[config.mk]
export PLATFORM = sky130hd
export DESIGN_NAME = mem_region_router
export DESIGN_NICKNAME = d
export VERILOG_FILES = /design/src/rtl/mem_map_pkg.sv /design/src/rtl/region_decoder.sv /design/src/rtl/mem_region_router.sv
export SDC_FILE = /design/constraint.sdc
export NUM_CORES = 1
export LEC_CHECK = 0
export BUFFER_PORTS_ARGS = -buffer_cell sky130_fd_sc_hd__buf_4
export CORE_AREA = 5 5 126 128
export DETAILED_ROUTE_END_ITERATION = 8
export DIE_AREA = 0 0 131 133
export GPL_TIMING_DRIVEN = 1
export SETUP_SLACK_MARGIN = 0.02
export SKIP_LAST_GASP = 1
export SYNTH_ARGS = -nofsm -noshare
export SYNTH_HDL_FRONTEND = slang
export SYNTH_SLANG_ARGS = --single-unit
[constraint.sdc]
create_clock -name clk -period 2.62 [get_ports clk]
set_clock_uncertainty 0.2 [all_clocks]
set_input_delay 0.131 -clock clk [delete_from_list [all_inputs] [get_ports clk]]
set_output_delay 0.131 -clock clk [all_outputs]
set_load 0.05 [all_outputs]
[src/rtl/mem_map_pkg.sv]
// mem_map_pkg: default region map and region indices for the data-side router
package mem_map_pkg;
  localparam int TAG_W = 4;
  localparam logic [15:0] REGION_TAGS = 16'h8C41;
  localparam logic [3:0] RO_MASK = 4'b0010;
  localparam int RGN_CACHE = 0;
  localparam int RGN_BIOS = 1;
  localparam int RGN_ISR = 2;
  localparam int RGN_IO = 3;
endpackage

[src/rtl/region_decoder.sv]
// region_decoder: priority tag match giving a one-hot region select and a miss flag
module region_decoder #(
  parameter int NUM_REGIONS = 4,
  parameter int TAG_W = mem_map_pkg::TAG_W,
  parameter logic [NUM_REGIONS*TAG_W-1:0] REGION_TAGS = mem_map_pkg::REGION_TAGS
) (
  input  logic [TAG_W-1:0]       tag,
  output logic [NUM_REGIONS-1:0] sel,
  output logic                   miss
);
  logic [NUM_REGIONS-1:0] hit;
  always_comb begin
    for (int i = 0; i < NUM_REGIONS; i++) hit[i] = tag == REGION_TAGS[TAG_W*i +: TAG_W];
    // isolate the lowest set bit so duplicate tags resolve to the lowest index
    sel = hit & (~hit + NUM_REGIONS'(1));
    miss = sel == '0;
  end
endmodule

[src/rtl/mem_region_router.sv]
// mem_region_router: routes the core's load/store port to tag-mapped targets, holding reads across stall
module mem_region_router
  import mem_map_pkg::*;
#(
  parameter int DW = 32,
  parameter int AW = 32,
  parameter int NUM_REGIONS = 4,
  parameter int TAG_W = mem_map_pkg::TAG_W,
  parameter logic [NUM_REGIONS*TAG_W-1:0] REGION_TAGS = mem_map_pkg::REGION_TAGS,
  parameter logic [NUM_REGIONS-1:0] RO_MASK = mem_map_pkg::RO_MASK,
  parameter int CNT_W = 16
) (
  input  logic                         clk,
  input  logic                         rst,
  input  logic                         stall,
  input  logic [AW-1:0]                cpu_addr,
  input  logic                         cpu_re,
  input  logic [DW/8-1:0]              cpu_we,
  input  logic [DW-1:0]                cpu_din,
  output logic [DW-1:0]                cpu_dout,
  output logic                         cpu_err,
  output logic [AW-1:0]                rgn_addr,
  output logic [DW-1:0]                rgn_din,
  output logic [NUM_REGIONS-1:0]       rgn_re,
  output logic [NUM_REGIONS*DW/8-1:0]  rgn_we,
  input  logic [NUM_REGIONS*DW-1:0]    rgn_dout,
  output logic [CNT_W-1:0]             err_count
);
  localparam int BW = DW / 8;
  logic [NUM_REGIONS-1:0] sel, sel_q, sel_d, rsel_q, rsel_d;
  logic [AW-1:0] addr_q, addr_d;
  logic re_q, re_d, err_q, err_d, miss, wr, illegal;
  logic [CNT_W-1:0] cnt_q, cnt_d;

  region_decoder #(
    .NUM_REGIONS(NUM_REGIONS),
    .TAG_W(TAG_W),
    .REGION_TAGS(REGION_TAGS)
  ) u_dec (
    .tag(cpu_addr[AW-1:AW-TAG_W]),
    .sel(sel),
    .miss(miss)
  );

  always_comb begin
    wr = |cpu_we;
    illegal = !stall && (cpu_re || wr) && (miss || (wr && |(sel & RO_MASK)));
    addr_d = stall ? addr_q : cpu_addr;
    re_d = stall ? re_q : cpu_re;
    sel_d = stall ? sel_q : sel;
    rsel_d = stall ? rsel_q : (cpu_re ? sel : '0);
    err_d = illegal;
    cnt_d = (illegal && !(&cnt_q)) ? cnt_q + CNT_W'(1) : cnt_q;
  end

  always_ff @(posedge clk) begin
    if (rst) begin
      addr_q <= '0;
      re_q <= 1'b0;
      sel_q <= '0;
      rsel_q <= '0;
      err_q <= 1'b0;
      cnt_q <= '0;
    end else begin
      addr_q <= addr_d;
      re_q <= re_d;
      sel_q <= sel_d;
      rsel_q <= rsel_d;
      err_q <= err_d;
      cnt_q <= cnt_d;
    end
  end

  // during stall the target sees the captured read; writes are never replayed
  assign rgn_addr = stall ? addr_q : cpu_addr;
  assign rgn_re = stall ? (re_q ? sel_q : '0) : (cpu_re ? sel : '0);
  assign rgn_din = cpu_din;
  assign cpu_err = err_q;
  assign err_count = cnt_q;

  for (genvar i = 0; i < NUM_REGIONS; i++) begin : g_we
    assign rgn_we[BW*i +: BW] = (!stall && sel[i] && !RO_MASK[i]) ? cpu_we : '0;
  end

  always_comb begin
    cpu_dout = '0;
    for (int i = 0; i < NUM_REGIONS; i++) cpu_dout |= rsel_q[i] ? rgn_dout[DW*i +: DW] : '0;
  end
endmodule
# Word-level counts from Yosys, hierarchy flattened
# Index checks and enable logic that the tools add are counted.
# word_totals
reg_bits,58
inputBits,200
output_inout_bits,133
elab_cells,42
# op_classes
addsub,2
eq_ne,4
muxes,11
n_bitwise,5
n_reduce_logical,14
# ops
cell,n
$mux W32,5
$or A32 B32 Y32,3
$mux W4,6
$add A16 B1 Y16 const B,1
$reduce_and A16 Y1,1
$eq A4 B4 Y1 const B,2
$logic_and A1 B1 Y1,7
$add A4 B1 Y4 const B,1
$and A4 B4 Y4,1
$eq A4 B1 Y1 const B,1
$eq A4 B3 Y1 const B,1
$logic_not A4 Y1,1
$not A4 Y4,1
$reduce_or A4 Y1,1
$logic_not A1 Y1,2
$logic_or A1 B1 Y1,2

# Depth between registers and ports, before layout
# Gate-level depths: netlist (run 1).
# depth
ltp_word,8
mapped_depth,7
mapped_depth_nobuf,6

# Hierarchy
# A second synthesis (run 1) with hierarchy kept.
# hier_totals
cells_unflattened,399
hier_area_um2,3544.6
# modules_own_cells
module,n_inst,cells_per_inst,area_each_um2,seq_area_each_um2
mem_region_router,1,392,3478.3,1161.1
region_decoder,1,7,66.3,0.0

# Worst setup path after synthesis (run 1)
# No wires, ideal clock.
# synth_path
kind,register -> register
start,"register cnt_q[0], in the netlist err_count[0]"
end,"register cnt_q[1], in the netlist err_count[1]"
setup_time_ns,0.128
arrival_ns,2.136
required_time_ns,2.292
slack_ns,0.157
path_stages_with_launch,8
path_buffers,1
synth_period_minus_slack_ns,2.463
path_cell_list,dfxtp_1 ha_1 nand4_2 or4_1 buf_6 nand3_4 mux2i_1 nor2_1
# synth_between
elab_chain_cells,3
word_cells_on_any_way,4
classes_between,1 x add/sub; 3 x reduce/logical
# synth_rtl
item,line,text
"start, declared",mem_region_router.sv:33,"logic [CNT_W-1:0] cnt_q, cnt_d;"
"start signal, assigned",mem_region_router.sv:70,cnt_q <= cnt_d;
branches (longest 3 deep; another with $add A16 B1 Y16),n/a,
# Several ways; the timed one is not identified.
# A chain may end at the register's enable or synchronous reset.

# Worst setup path after layout (run 1)
# Ends and elaborated chain as after synthesis.

==> impl_results.md, run 1 <==
- Status: finished clean
- Final-report hold violation count: 0
- Internal Pwr Total: between 2000 and 2500 uW
- Initial antenna violation count: 3
- Hold path depth: 3
- Total grt overflow: 0
- Setup CP Type: register to register
- Seq pwr share: 33.3%
- Max transition margin: about three fifths
- Post-DP HPWL: 12300 um
- Residual DRC: 0
- Die width: around 130 um
- Worst-skew pair later-pin latency: 0.32 ns
- Async SR Flop Fraction: 0%
- Total Nets Final: roughly 870
- Post-Route Setup TNS: 0 ns
- Type of the tightest min-delay check: input pin to register
- Final Cycle Share: a little over 90%
- H-tree depth: 3
- GRT Util Overall: 16.5%
- Highest Clock Rate: 422 MHz
- Vias in the first global route: about 4000
- Critical Path Fanout Max: 8
- Worst setup SP type: register
- Leakage: 0.00282 uW
- Most common flop cell mapped by yosys: dfxtp_1
- Global-route wire length before repair: approximately 22000 um
- Yosys warns: 0
- TritonCTS buffer count: 9
- Hold slack: roughly 0.013 ns
- Routability cong.: about 0.94
- R2R depth: 6
- Sw Share: approximately 28%
- Clock buffer depth: 2
- Pre-antenna DRT Iters: 6
- Initial DRC Count: between 150 and 200
- Io pins: 333
- Total Routed Length: between 15000 and 20000 um
- WL/cell: approximately 18 um
- Arrival @ worst endpoint: 2.36 ns
- CP endpoint kind: register
- Sw power: 793 uW
- Netlist cell types: 37
- Synth area leader: dfxtp_1
- Placed cells: about 800
- Port Buf Inserts: 264
- Synthesized flop and latch total: between 50 and 60
- Critical Path RT: 2.61 ns
- Number of synthesized flops with an enable pin: 0
- Vias per inst: 4.73
- PD cells: between 400 and 500 nW/um^2
- Starting Density: 23.7%
- Post-layout min period: roughly 2.4 ns
- RSZ-0062 raised after global routing: no
- CTS clk-pin slew, worst paths: around 0.050 ns
- Setup violations, final: 0
- Vias: between 4000 and 5000
- CTS resizes: 0
- Post-route insts no fill: ~860
- Largest cells by area after synthesis: dfxtp_1, a22oi_1, mux2_1
- Core area: approximately 15000 um^2
- Largest net degree at the start of global routing: 60
- Post-route setup slack: 0.248 ns
- Worst slew pin tran: between 0.6 and 0.7 ns
- Post-Synthesis Cells: 416
- CTS tree: yes
- Layout cell share with drive strength beyond 1: 43.2%
- Sequential-to-total area share from yosys stat: between 30 and 40%
- Setup slack at placement: about 0.25 ns
- Rows: 45
- Die ar.: between 15000 and 20000 um^2
- Comb pwr share: about a quarter
- MaxCap Viol Count: 0
- P&R area growth vs syn: 70.9%
- Maximum vdd drop: approximately 360 uV
- Clk root buf: clkbuf_16
- Antenna-violating nets left: 0
- TritonCTS Sinks: 58
- Clock Power Share: just over 40%
- Die H: 133 um
- Slew Viols, Final: 0
- Mean Syn Cell Area: between 8 and 9 um^2
- Yosys top cell area share: 33.2%
- Cell area after synthesis: ~3500 um^2
[metal layers]
layer  GRT usage [%]  part of all wire (%)  vias up
li1                -                     -     1933
met1            18.0                    36     1873
met2            26.9                    48      217
met3            9.12                    13       34
met4            5.94                   2.4        4
met5               0                  0.14        -
[power by group through the flow]
stage | combinational, uW | clock [uW] | sequential (uW)
6_report | 715 | 1170 | 938
5_1_grt | 756 | 1250 | 940
4_1_cts | 715 | 1200 | 938
3_5_place_dp | 676 | 0 | 955
3_3_place_gp | 669 | 0 | 952
2_1_floorplan | 468 | 0 | 970
[path summary, 6_finish.rpt]
path,slack (ns),to,start
max,0.25,err_count[1],err_count[0]
min,0.01,addr_q[28],cpu_addr[28]
max reg2reg,0.25,err_count[1],err_count[0]
min reg2reg,0.27,addr_q[31],addr_q[31]
[placed cells by master (no fill, tap or decap), drive strengths merged, types with 2 or more instances in the layout]
cell         count
buf            270
a22oi           67
dfxtp           58
nand2           47
nor2b           33
mux2            31
dlygate4sd3     30
nor2            23
a21oi           15
clkbuf          14
and2            12
nand4           10
or3              8
o21ai            8
nand3            7
xor2             4
inv              4
conb             4
nor4             3
a32o             3
xnor2            3
nor3             3
nand2b           2
or4              2
[cell usage after synthesis, types with 4 or more instances]
cell type and instances:
inv_1 4, o21ai_1 5, a22oi_1 67, xor2_1 4
nor2b_1 33, clkbuf_1 21, nand3_1 6, nand2_1 47
and2_1 12, buf_2 5, a21oi_1 14, mux2_1 31
buf_4 36, dfxtp_1 58, nand4_1 7, nor2_1 23
or3_1 8
[per-stage QoR]
stage,area (um^2),utilization (%),power [uW]
floorplan,3510,-,1440
global placement,5370,36.4,1620
detailed placement,5370,36.4,1630
CTS,5970,40.5,2850
global route,5970,40.5,2940
finish,5980,40.5,2820
[cell type report]
type,count,area [um^2]
antenna,1,2.50
clock buffer,14,264
clock inverter,2,35.0
fill,1430,8780
inverter,4,15.0
multi-input combinational,291,1940
sequential,58,1160
tap,188,235
timing repair buffer,300,2330
[state kept, by name, summed over array words and instances, names as in the netlist]
register and cells:
addr_q 32, re_q 1, cpu_err 1, rsel_q 4, err_count 16, sel_q 4
[kinds of logic after synthesis]
kind of cell | share of synthesized area (%)
compound gates | 19.2
mux | 10.3
fa+ha+maj | 0.358
xor+xnor | 1.75
flops | 33.2
buf+inv | 11.8
simple gates | 23.3
other cells | 0.107
[critical path, stage by stage (launching register included)]
cell	delay, ns
dfxtp_1	0.44
ha_1	0.26
nand4_2	0.16
or4_1	0.72
nand3_4	0.20
mux2i_1	0.19
nor2_1	0.05
[repair_timing]
action,in CTS,in global routing
hold buffers,30,0
buffers inserted,0,0
hold endpoints to repair,33,0
(Power assumes the default switching activity.)
==> run 2: changes to the inputs <==
- CORE_AREA: 5 5 126 128 -> 5 5 128 130
- DIE_AREA: 0 0 131 133 -> 0 0 133 135
- clock period: 2.62 -> 2.1 ns (I/O delays scaled with it)
==> run 2 against run 1 <==
- register-to-register slack got worse by 0.07 ns
- combinational power rose by 27%
- sequential power rose by 25%
- highest routed layer is now met4
==> impl_results.md, run 2 (same netlist as run 1, synthesis figures left out) <==
- Status: finished clean
- Worst-skew pair later-pin latency: 0.33 ns
- Io pins: 333
- TritonCTS buffer count: 9
- CP endpoint kind: output pin
- Arrival @ worst endpoint: between 1.5 and 2 ns
- Die width: around 130 um
- CTS tree: yes
- Die ar.: 18000 um^2
- Commonest non-fill, non-tap cell in the layout: buf_4
- Slew Viols, Final: 0
- Initial antenna violation count: 1
- H-tree depth: 3
- Worst setup SP type: input pin
- Highest Clock Rate: 512 MHz
- Residual DRC: 0
- TritonCTS Sinks: 58
- Post-route setup slack: roughly 0.15 ns
- Die H: 135 um
- Routability cong.: a little under 0.9
- Final Cycle Share: between 90 and 100%
- Type of the tightest min-delay check: input pin to output pin
- Critical Path Fanout Max: 7
- GRT Util Overall: 16.9%
- Worst slew pin tran: just over 0.6 ns
- Port Buf Inserts: between 200 and 300
- PD cells: around 560 nW/um^2
- Clk root buf: clkbuf_16
- WL/cell: between 15 and 20 um
- Vias: 4163
- Leakage: between 0.002 and 0.003 uW
- Setup violations, final: 0
- RSZ-0062 raised after global routing: no
- Total Routed Length: 16200 um
- Max transition margin: 59.2%
- Post-DP HPWL: between 10000 and 15000 um
- Initial DRC Count: around 220
- Vias in the first global route: between 4000 and 5000
- Most frequent cells in the layout: buf_4, a22oi_1, nand2_1
- Rows: 45
- Antenna-violating nets left: 0
- MaxCap Viol Count: 0
- Largest register FFs: 32
- Layout cell share with drive strength beyond 1: between 40% and 50%
- Core area: roughly 15000 um^2
- Setup slack at placement: about 0.070 ns
- Post-Route Setup TNS: 0 ns
- Setup CP Type: input pin to output pin
- P&R area growth vs syn: 76.2%
- Post-layout min period: slightly below 2 ns
- Final-report hold violation count: 0
- Pre-antenna DRT Iters: 4
- Total grt overflow: 0
- Clock buffer depth: 2
- Total Nets Final: between 800 and 900
- Vias per inst: around 4.8
- Starting Density: a little under a quarter
- Maximum vdd drop: around 530 uV
- Hold slack: ~0.01 ns
- Critical Path RT: 1.79 ns
- Most flops, register: addr_q
- Largest net degree at the start of global routing: 60
- Global-route wire length before repair: 24000 um
==> run 2: changes by cell type in the layout (fill, tap and decap cells not counted), sizes merged <==
cell | before | now
dlygate4sd3 | 30 | 35
clkinvlp | 0 | 1
buf | 270 | 278
clkbuf | 14 | 11
==> run 2: area by class of cell <==
class	instances	area (um^2)
diodes	1	2.50
clock buffers	11	233
clock inverters	3	42.5
fillers	1491	8870
inverters	4	15.0
multi-input cells	291	1960
flip-flops and latches	58	1190
well taps	188	235
repair buffers	313	2490
==> run 2: path summary, 6_finish.rpt <==
path	startpoint	slack [ns]	depth (start not counted)	to
max	cpu_addr[28]	0.15	8	rgn_we[10]
min	cpu_din[24]	0.01	0	rgn_din[24]
max reg2reg	err_count[0]	0.18	7	err_count[10]
min reg2reg	addr_q[31]	0.29	2	addr_q[31]
==> run 2: what timing repair did <==
| action | in CTS | in global routing |
|---|---|---|
| setup endpoints to repair | 0 | 12 |
| setup buffers | 0 | 1 |
| hold buffers | 35 | 0 |
| gates resized for setup | 0 | 3 |
| hold endpoints to repair | 38 | 0 |
==> run 2: per-layer routing <==
| metal | track usage, % | share of wire, % | up-vias |
|---|---|---|---|
| li1 | - | - | 1956 |
| met1 | 19.3 | 38 | 1935 |
| met2 | 28.2 | 48 | 218 |
| met3 | 6.71 | 11 | 54 |
| met4 | 7.16 | 3.3 | 0 |
| met5 | 0 | 0 | - |
==> run 2: worst max-delay path, cell delays in order <==
cell	delay (ns)
dlygate4sd3_1	0.55
buf_4	0.16
nor2_1	0.17
nand2_1	0.09
nor2_1	0.09
buf_4	0.15
and2_1	0.13
buf_4	0.20
==> run 2: report_power, final <==
group	internal (uW)	switching, uW	leakage (uW)
sequential	1150	22.5	0.000483
combinational	420	490	0.00228
clock	901	478	0.000131
==> run 2: stage by stage <==
step	cells	util, %	instance area, um^2	total power (uW)
CTS	867	40.8	6130	3490
detailed placement	818	36.6	5500	2040
floorplan	419	-	3550	1800
finish	869	41.0	6160	3460
global placement	818	36.6	5500	2030
global route	868	41.0	6160	3610
